===== config.mk =====
export PLATFORM = sky130hd
export DESIGN_NAME = controller_sequencer
export DESIGN_NICKNAME = d
export VERILOG_FILES = /design/src/rtl/controller_sequencer.sv
export SDC_FILE = /design/constraint.sdc
export NUM_CORES = 1
export LEC_CHECK = 0
export BUFFER_PORTS_ARGS = -buffer_cell sky130_fd_sc_hd__buf_2
export CAP_MARGIN = 10
export CORE_MARGIN = 2
export CORE_UTILIZATION = 39
export CTS_BUF_LIST = sky130_fd_sc_hd__clkbuf_4 sky130_fd_sc_hd__clkbuf_8 sky130_fd_sc_hd__clkbuf_16
export DETAILED_ROUTE_END_ITERATION = 10
export GPL_TIMING_DRIVEN = 1
export PLACE_DENSITY_LB_ADDON = 0.3
export RECOVER_POWER = 25
export SYNTH_ARGS = -nofsm -noshare
export SYNTH_HDL_FRONTEND = slang
export SYNTH_SLANG_ARGS = --single-unit

===== constraint.sdc =====
create_clock -name CLK -period 3.4 [get_ports CLK]
set_input_delay 0.17 -clock CLK [delete_from_list [all_inputs] [get_ports CLK]]
set_output_delay 0.17 -clock CLK [all_outputs]
set_load 0.05 [all_outputs]

===== src/rtl/controller_sequencer.sv =====
// SAP-1 controller/sequencer: a six-state one-hot ring counter (T1..T6) and an
// opcode decoder that together drive the 12-bit control word for every bus agent.
// All state, including the control word, changes on the falling edge of CLK.
// This keeps the word stable across the rising edge, where the datapath samples it.
//
// Ports:
//   CLK      in   system clock, state updates on negedge
//   CLR_bar  in   asynchronous active-low reset
//   opcode   in   IR upper nibble, sampled when leaving T3
//   T        out  one-hot ring state, T[0]=T1 .. T[5]=T6
//   Cp, Ep   out  PC increment / PC drives W bus
//   Lm_bar   out  MAR load (active low)
//   CE_bar   out  RAM drives W bus (active low)
//   Li_bar   out  IR load (active low)
//   Ei_bar   out  IR low nibble drives W bus (active low)
//   La_bar   out  A load (active low)
//   Ea       out  A drives W bus
//   Su, Eu   out  ALU subtract select / ALU drives W bus
//   Lb_bar   out  B load (active low)
//   Lo_bar   out  OUT load (active low)
//   HLT      out  halted flag
module controller_sequencer #(
  parameter bit         SKIP_IDLE   = 1'b0,
  parameter logic [3:0] HALT_OPCODE = 4'hF
) (
  input  logic       CLK,
  input  logic       CLR_bar,
  input  logic [3:0] opcode,
  output logic [5:0] T,
  output logic       Cp,
  output logic       Ep,
  output logic       Lm_bar,
  output logic       CE_bar,
  output logic       Li_bar,
  output logic       Ei_bar,
  output logic       La_bar,
  output logic       Ea,
  output logic       Su,
  output logic       Eu,
  output logic       Lb_bar,
  output logic       Lo_bar,
  output logic       HLT
);

  localparam int unsigned OP_W = 4;

  localparam logic [OP_W-1:0] OP_LDA = OP_W'(4'h0);
  localparam logic [OP_W-1:0] OP_ADD = OP_W'(4'h1);
  localparam logic [OP_W-1:0] OP_SUB = OP_W'(4'h2);
  localparam logic [OP_W-1:0] OP_OUT = OP_W'(4'hE);

  typedef enum logic [5:0] {
    S_T1 = 6'b000001,
    S_T2 = 6'b000010,
    S_T3 = 6'b000100,
    S_T4 = 6'b001000,
    S_T5 = 6'b010000,
    S_T6 = 6'b100000
  } state_t;

  typedef struct packed {
    logic cp;
    logic ep;
    logic lm_bar;
    logic ce_bar;
    logic li_bar;
    logic ei_bar;
    logic la_bar;
    logic ea;
    logic su;
    logic eu;
    logic lb_bar;
    logic lo_bar;
  } ctrl_t;

  // Every agent idle: enables low, active-low strobes high.
  localparam ctrl_t CTRL_IDLE = ctrl_t'(12'b0011_1110_0011);

  state_t          state, state_n;
  logic [OP_W-1:0] op, op_n;
  logic            hlt_q, hlt_n;
  ctrl_t           ctrl, ctrl_n;

  // Control word for a given state under a given latched opcode.
  function automatic ctrl_t decode(input state_t s, input logic [OP_W-1:0] o);
    ctrl_t c;
    c = CTRL_IDLE;
    unique case (s)
      S_T1: begin c.ep = 1'b1; c.lm_bar = 1'b0; end
      S_T2: c.cp = 1'b1;
      S_T3: begin c.ce_bar = 1'b0; c.li_bar = 1'b0; end
      S_T4: begin
        if (o == OP_LDA || o == OP_ADD || o == OP_SUB) begin
          c.ei_bar = 1'b0;
          c.lm_bar = 1'b0;
        end else if (o == OP_OUT) begin
          c.ea     = 1'b1;
          c.lo_bar = 1'b0;
        end
      end
      S_T5: begin
        if (o == OP_LDA) begin
          c.ce_bar = 1'b0;
          c.la_bar = 1'b0;
        end else if (o == OP_ADD || o == OP_SUB) begin
          c.ce_bar = 1'b0;
          c.lb_bar = 1'b0;
        end
      end
      S_T6: begin
        if (o == OP_ADD || o == OP_SUB) begin
          c.eu     = 1'b1;
          c.la_bar = 1'b0;
          c.su     = (o == OP_SUB);
        end
      end
      default: c = CTRL_IDLE;
    endcase
    return c;
  endfunction

  // State, latched opcode, halt flag and control word share one register stage.
  always_ff @(negedge CLK or negedge CLR_bar) begin
    if (!CLR_bar) begin
      state <= S_T1;
      op    <= OP_W'(4'h0);
      hlt_q <= 1'b0;
      ctrl  <= decode(S_T1, OP_W'(4'h0));
    end else begin
      state <= state_n;
      op    <= op_n;
      hlt_q <= hlt_n;
      ctrl  <= ctrl_n;
    end
  end

  // Ring advance; the next control word is decoded from the next state so it
  // lands in the register together with T.
  always_comb begin
    state_n = state;
    op_n    = op;
    hlt_n   = hlt_q;
    if (!hlt_q) begin
      unique case (state)
        S_T1: state_n = S_T2;
        S_T2: state_n = S_T3;
        S_T3: begin
          op_n = opcode;
          if (opcode == HALT_OPCODE) begin
            state_n = S_T4;
            hlt_n   = 1'b1;
          end else if (SKIP_IDLE && opcode != OP_LDA && opcode != OP_ADD &&
                       opcode != OP_SUB && opcode != OP_OUT) begin
            state_n = S_T1;
          end else begin
            state_n = S_T4;
          end
        end
        S_T4: state_n = (SKIP_IDLE && op == OP_OUT) ? S_T1 : S_T5;
        S_T5: state_n = (SKIP_IDLE && op == OP_LDA) ? S_T1 : S_T6;
        S_T6: state_n = S_T1;
        default: state_n = S_T1;
      endcase
    end
    ctrl_n = hlt_n ? CTRL_IDLE : decode(state_n, op_n);
  end

  assign T      = state;
  assign HLT    = hlt_q;
  assign Cp     = ctrl.cp;
  assign Ep     = ctrl.ep;
  assign Lm_bar = ctrl.lm_bar;
  assign CE_bar = ctrl.ce_bar;
  assign Li_bar = ctrl.li_bar;
  assign Ei_bar = ctrl.ei_bar;
  assign La_bar = ctrl.la_bar;
  assign Ea     = ctrl.ea;
  assign Su     = ctrl.su;
  assign Eu     = ctrl.eu;
  assign Lb_bar = ctrl.lb_bar;
  assign Lo_bar = ctrl.lo_bar;

endmodule


==> results of run 1 <==
## kinds of logic (layout without fill, tap and decap cells)
family | count (synthesis) | in the layout | synth area share [%]
AND/OR/NAND/NOR | 44 | 44 | 23.5
XOR/XNOR | 3 | 3 | 2.29
flip-flops | 23 | 23 | 51.1
AO/OA/AOI/OAI | 24 | 24 | 15.5
buffers and inverters | 11 | 40 | 4.69
multiplexers | 3 | 3 | 2.95
## layout make-up
| cell class | count | share of cell area, % |
|---|---|---|
| Multi-Input combinational cell | 74 | 37.5 |
| Sequential cell | 23 | 44.6 |
| Timing Repair Buffer | 25 | 9.63 |
| Inverter | 3 | 0.858 |
| Tap cell | 31 | 2.96 |
| Clock inverter | 9 | 2.76 |
| Clock buffer | 3 | 1.72 |
## worst max path at each step
stage           end  slack [ns]  cells past startpoint
2_1_floorplan   HLT        0.78                      0
3_3_place_gp   T[1]        0.57                      1
3_5_place_dp   T[1]        0.55                      1
4_1_cts        T[0]        0.17                      1
5_1_grt        T[0]        0.16                      1
6_report       T[0]        0.22                      1
## layout by cell type (no fill, tap or decap), types with 2 or more instances in the layout
cell type / synthesis / routed
o22ai_1: 2 / 2
a21oi_1: 3 / 3
dfrtn_1: 15 / 15
clkbuf_4: 0 / 3
nand2_1: 9 / 9
nand3_1: 2 / 2
mux2_2: 3 / 3
dfstp_2: 8 / 8
inv_1: 4 / 11
o41ai_1: 2 / 2
buf_2: 4 / 23
a2111oi_0: 2 / 2
nor2_1: 5 / 5
a211oi_1: 2 / 2
or2_2: 2 / 2
or3_1: 2 / 2
nor4_1: 3 / 3
xor2_1: 2 / 2
and3b_1: 2 / 2
nor3_1: 6 / 6
nand4_1: 2 / 2
o21ai_0: 4 / 4
## state kept, by name (all words and copies together), names as in the netlist
signal	cells
T	6
op	4
CE_bar	1
Cp	1
Ea	1
Ei_bar	1
Ep	1
Eu	1
HLT	1
La_bar	1
Lb_bar	1
Li_bar	1
Lm_bar	1
Lo_bar	1
Su	1
## where the power goes
group          switching [mW]  total, mW  internal, mW
Sequential            0.00173      0.279         0.277
Combinational          0.0105     0.0160       0.00547
Clock                   0.107      0.165        0.0578
## cells in the mapped netlist, drive strengths merged, types with 2 or more instances
cell and count:
and3b 2, inv 4, o21ai 4, o41ai 2, nand2 9, nor3 7, nor4 3, dfstp 8
buf 5, a211oi 2, nand4 2, mux2 3, nor2 6, a21oi 3, nand3 2, or3 2
clkbuf 2, a2111oi 2, xor2 2, or2 2, o22ai 2, dfrtn 15
## routing by layer
| layer | up-vias | global-route usage [%] |
|---|---|---|
| met4 | 0 | 3.99 |
| met1 | 444 | 21.7 |
| met2 | 27 | 22.1 |
| met3 | 4 | 2.23 |
| li1 | 456 | - |
| met5 | - | 0 |
==> run metrics, run 1 <==
critical path, cell by cell buf_2; area of all placed cells without fillers 1310 µm²; timing startpoint of the critical path T[0]; slowest cell on the critical path dfstp_2; wire length on met1 1.05 mm; number of nets with antenna violations after routing 0; fraction of post-synthesis cell area in the top cell type by area 32.8%; net count of the mapped netlist 114; vias post-DR 931; aggregate negative setup slack 0 ns; final RePlAce weighted congestion 0.870; Fin. Hold Viols 0; GRT overflow 0; Die Span X 58.2 µm; Hold Crit Start op[3]; Detailed Route WL 2.24 mm; I/O Buffers 24; DP Cell Count 157; status completed; kind of end point of the critical path primary output; clock network latency to the later pin of the worst-skew pair 0.37 ns; largest driver fanout on the critical path 13; synth warn 0; Synth area leader dfrtn_1; Core Util, Final 47.2%; final net count 144; initial antenna violation count 0; category of cells accounting for the largest share of critical-path delay flip-flops; top metal layer carrying routed signals met4; final setup violating endpoints 0; WHS Path Cells 1; final worst slack 0.217 ns; CTS sink cnt 23; maximum number of pins on one net before global-route repair 24; depth of the CTS H-tree 1; worst-margin pin slew 1.17 ns; layout cell share with drive strength beyond 1 32.8%; power density normalized to cell area 351 nW/µm²; cell at the root of the clock tree clkbuf_4; number of global-route vias before repair 844; worst-case clock skew 0.0659 ns; worst voltage drop across the vdd grid 0.198 mV; first-pass GRT wire length 3.83 mm; post-synthesis cell area 1150 µm²; number of DRC violations after detailed routing 0; starting density of the core 41.2%; die outline area 3390 µm²; number of synthesized register bits 23; class of the worst hold path reg2reg; total I/O pin count 25; max-cap viol count 0; post-cts gate resize count 0; core outline area 2780 µm²; required time of the worst setup path 3.23 ns; Total Routing Usage GR 14.6%; count of flip-flops with a built-in enable after synthesis 0; count of non-filler cells in the finished layout 168; number of DRC markers in iteration 0 15; Setup crit start kind flop; R2R cell count 3; Crit path buffers/inverters 1; Arrival @ worst endpoint 3.01 ns; Area Overhead vs Synth 14.5%; total power draw 0.460 mW; biggest cell delay along the critical path 0.64 ns; setup repair after global routing missed its margin no; area of placed instances 1270 µm²; max-slew violation total from the final report 0; FFs w/ async S/R, synth 100%; average wire per cell in the routed design 13.4 µm; R2R Path Start T[2]; die span in y 58.2 µm; area of the multi-input gates 492 µm²; worst setup slack for register-to-register paths 0.99 ns; Inserted Clock Buffers 3; Site Rows 19; fill cell total of the finished layout 284; number of hold buffers added after cts 0; mean cell area of the mapped netlist 10.6 µm²; Vias per Instance 5.54; Synth Instances 108; number of buffers on the longest clock path 2; Pleak 0.644 nW; hold-critical path endpoint op[3]; worst-case headroom to the max-slew limit 22.2%; first drt pass iteration count 4; Cell variety after synth 44; final worst hold slack 0.499 ns; Clock transition at path regs 0.09 ns; post-synthesis sequential area ratio 51.1%; largest cells by area after synthesis dfrtn_1 (33%), dfstp_2 (18%), nand2_1 (2.9%); HPWL Detailed 1.69 mm; Post-Place Setup Slack 0.549 ns; class of the most critical setup path reg2out; FF-to-FF End op[1]; ant diodes 0; ys flop type dfrtn_1; setup fix buffers added after clock tree synthesis 0; Reg area 586 µm²; Routed met3 length 135 µm; TritonCTS clock tree done; Met2 Wirelength 1.04 mm
Power figures use the tool's default switching activity.
==> run 2: changes to the inputs <==
--- a/config.mk
+++ b/config.mk
@@ -13,7 +13,6 @@
 export DETAILED_ROUTE_END_ITERATION = 10
 export GPL_TIMING_DRIVEN = 1
 export PLACE_DENSITY_LB_ADDON = 0.3
-export RECOVER_POWER = 25
 export SYNTH_ARGS = -nofsm -noshare
 export SYNTH_HDL_FRONTEND = slang
 export SYNTH_SLANG_ARGS = --single-unit
==> run 2 against run 1 <==
  * Sequential power is essentially flat
  * Critical endpoint unchanged
  * Clock skew did not move
  * Routed wire length up 0.40%
  * Critical path depth did not move
  * First-iteration DRC count unchanged
  * Largest cell class unchanged
  * Highest routed layer unchanged
  * Non-clock buffer count did not move
  * Final cell count did not move
==> run metrics, run 2 (synthesized netlist as in run 1, its figures left out) <==
starting density of the core 41.2% (unchanged); area of placed instances 1270 µm² (unchanged); max-slew violation total from the final report 0 (unchanged); Total Routing Usage GR 14.6% (unchanged); area of all placed cells without fillers 1330 µm² (was 1310 µm²); post-cts gate resize count 0 (unchanged); required time of the worst setup path 3.23 ns (about the same); power share of the combinational group 3.5% (about the same); Core Util, Final 47.8% (was 47.2%); met1 global-route usage 21.7% (unchanged); largest driver fanout on the critical path 13 (unchanged); power density normalized to cell area 346 nW/µm² (was 351 nW/µm²); worst-case headroom to the max-slew limit 67.4% (was 22.2%); biggest cell delay along the critical path 0.66 ns (was 0.64 ns); setup repair after global routing missed its margin no (unchanged); global-route met2 utilization 22.1% (unchanged); vias post-DR 930 (was 931); met3 Resource Use GR 2.23% (unchanged); Fin. Hold Viols 0 (unchanged); sequential share of power 60.6% (about the same); class of the worst hold path reg2reg (unchanged); worst voltage drop across the vdd grid 0.198 mV (about the same); clock network latency to the later pin of the worst-skew pair 0.37 ns (about the same); depth of the CTS H-tree 1 (unchanged); Post-Place Setup Slack 0.549 ns (unchanged); worst setup slack for register-to-register paths 1.54 ns (was 0.99 ns); category of cells accounting for the largest share of critical-path delay flip-flops (unchanged); Setup crit start kind flop (unchanged); Hold Crit Start op[3] (unchanged); Detailed Route WL 2.25 mm (was 2.24 mm); leading cell types in the layout, fill and taps excluded buf_2 (24), dfrtn_1 (15), inv_1 (11), nand2_1 (9), dfstp_2 (8) (was buf_2 (23), dfrtn_1 (15), inv_1 (11), nand2_1 (9), dfstp_2 (8)); final net count 144 (unchanged); sw power 0.120 mW (about the same); layout cell share with drive strength beyond 1 34.3% (was 32.8%); number of hold buffers added after cts 0 (unchanged); busiest layer in global routing met2 (unchanged); Site Rows 19 (unchanged); R2R Path Start T[2] (unchanged); critical path, cell by cell buf_2 (unchanged); Arrival @ worst endpoint 3.04 ns (was 3.01 ns); R2R cell count 4 (was 3); number of nets with antenna violations after routing 0 (unchanged); Pleak 0.649 nW (was 0.644 nW); Clock transition at path regs 0.09 ns (about the same); die outline area 3390 µm² (unchanged); clock power share 35.9% (about the same); initial antenna violation count 0 (unchanged); status completed (unchanged); Die Span X 58.2 µm (unchanged); cell at the root of the clock tree clkbuf_4 (unchanged); kind of end point of the critical path primary output (unchanged); worst-case clock skew 0.0659 ns (unchanged); hold-critical path endpoint op[3] (unchanged); Crit path buffers/inverters 1 (unchanged); slowest cell on the critical path dfstp_2 (unchanged); final worst slack 0.187 ns (was 0.217 ns); TritonCTS clock tree done (unchanged); setup fix buffers added after clock tree synthesis 0 (unchanged); CTS sink cnt 23 (unchanged); Area Overhead vs Synth 15.9% (was 14.5%); die span in y 58.2 µm (unchanged); final RePlAce weighted congestion 0.870 (unchanged); aggregate negative setup slack 0 ns (unchanged); GRT overflow 0 (unchanged); Vias per Instance 5.54 (about the same); number of global-route vias before repair 844 (unchanged); maximum number of pins on one net before global-route repair 24 (unchanged); WHS Path Cells 1 (unchanged); worst-margin pin slew 0.489 ns (was 1.17 ns); number of buffers on the longest clock path 2 (unchanged); Sw Share 26.0% (about the same); final setup violating endpoints 0 (unchanged); Internal Dissipation 0.341 mW (about the same); class of the most critical setup path reg2out (unchanged); ant diodes 0 (unchanged); number of flip-flops in the largest register 6 (unchanged); first drt pass iteration count 4 (unchanged); number of DRC violations after detailed routing 0 (unchanged); FF-to-FF End Lb_bar (was op[1]); I/O Buffers 24 (unchanged); commonest non-fill, non-tap cell in the layout buf_2 (unchanged); Inserted Clock Buffers 3 (unchanged); HPWL Detailed 1.69 mm (unchanged); core outline area 2780 µm² (unchanged); max-cap viol count 0 (unchanged); total I/O pin count 25 (unchanged); average wire per cell in the routed design 13.4 µm (about the same); total power draw 0.460 mW (about the same); number of DRC markers in iteration 0 15 (unchanged); first-pass GRT wire length 3.83 mm (unchanged)
run 2: final cells by class:
type                            instances  area [µm²]
Clock buffer                            3        22.5
Clock inverter                          9        36.3
Fill cell                             283        1450
Inverter                                3        11.3
Multi-Input combinational cell         74         507
Sequential cell                        23         586
Tap cell                               31        38.8
Timing Repair Buffer                   25         128
run 2: power by group through the flow:
stage / combinational, mW / sequential (mW) / clock, mW
global placement: 0.0162 / 0.283 / 0.0163
CTS: 0.0168 / 0.279 / 0.174
detailed placement: 0.0168 / 0.283 / 0.0163
global route: 0.0188 / 0.279 / 0.198
finish: 0.0162 / 0.279 / 0.165
floorplan: 0.00541 / 0.283 / 0.0163
run 2: worst max-delay path by stage:
stage               startpoint   end  slack [ns]  cells past startpoint
floorplan                  HLT   HLT        0.78                      0
global placement          T[1]  T[1]        0.57                      1
detailed placement        T[1]  T[1]        0.55                      1
CTS                       T[0]  T[0]        0.17                      1
global route              T[0]  T[0]        0.13                      1
finish                    T[0]  T[0]        0.19                      1
run 2: through the flow:
step	hold WS, ns	instances
after detailed placement	0.487	157
after global routing	0.523	168
final	0.499	168
after CTS	0.489	168
after global placement	0.492	157
after floorplan	0.459	108
run 2: routing by layer:
metal	vias to the layer above	part of all wire, %
met5	-	0
met4	0	1.0
met3	4	6.1
met2	28	46
met1	442	47
li1	456	-
run 2: worst register-to-register path, stage by stage, from the launching register on:
cell,delay (ns)
dfrtn_1,0.62
or4b_4,0.55
nor2_2,0.14
o221a_1,0.18
or3b_1,0.35
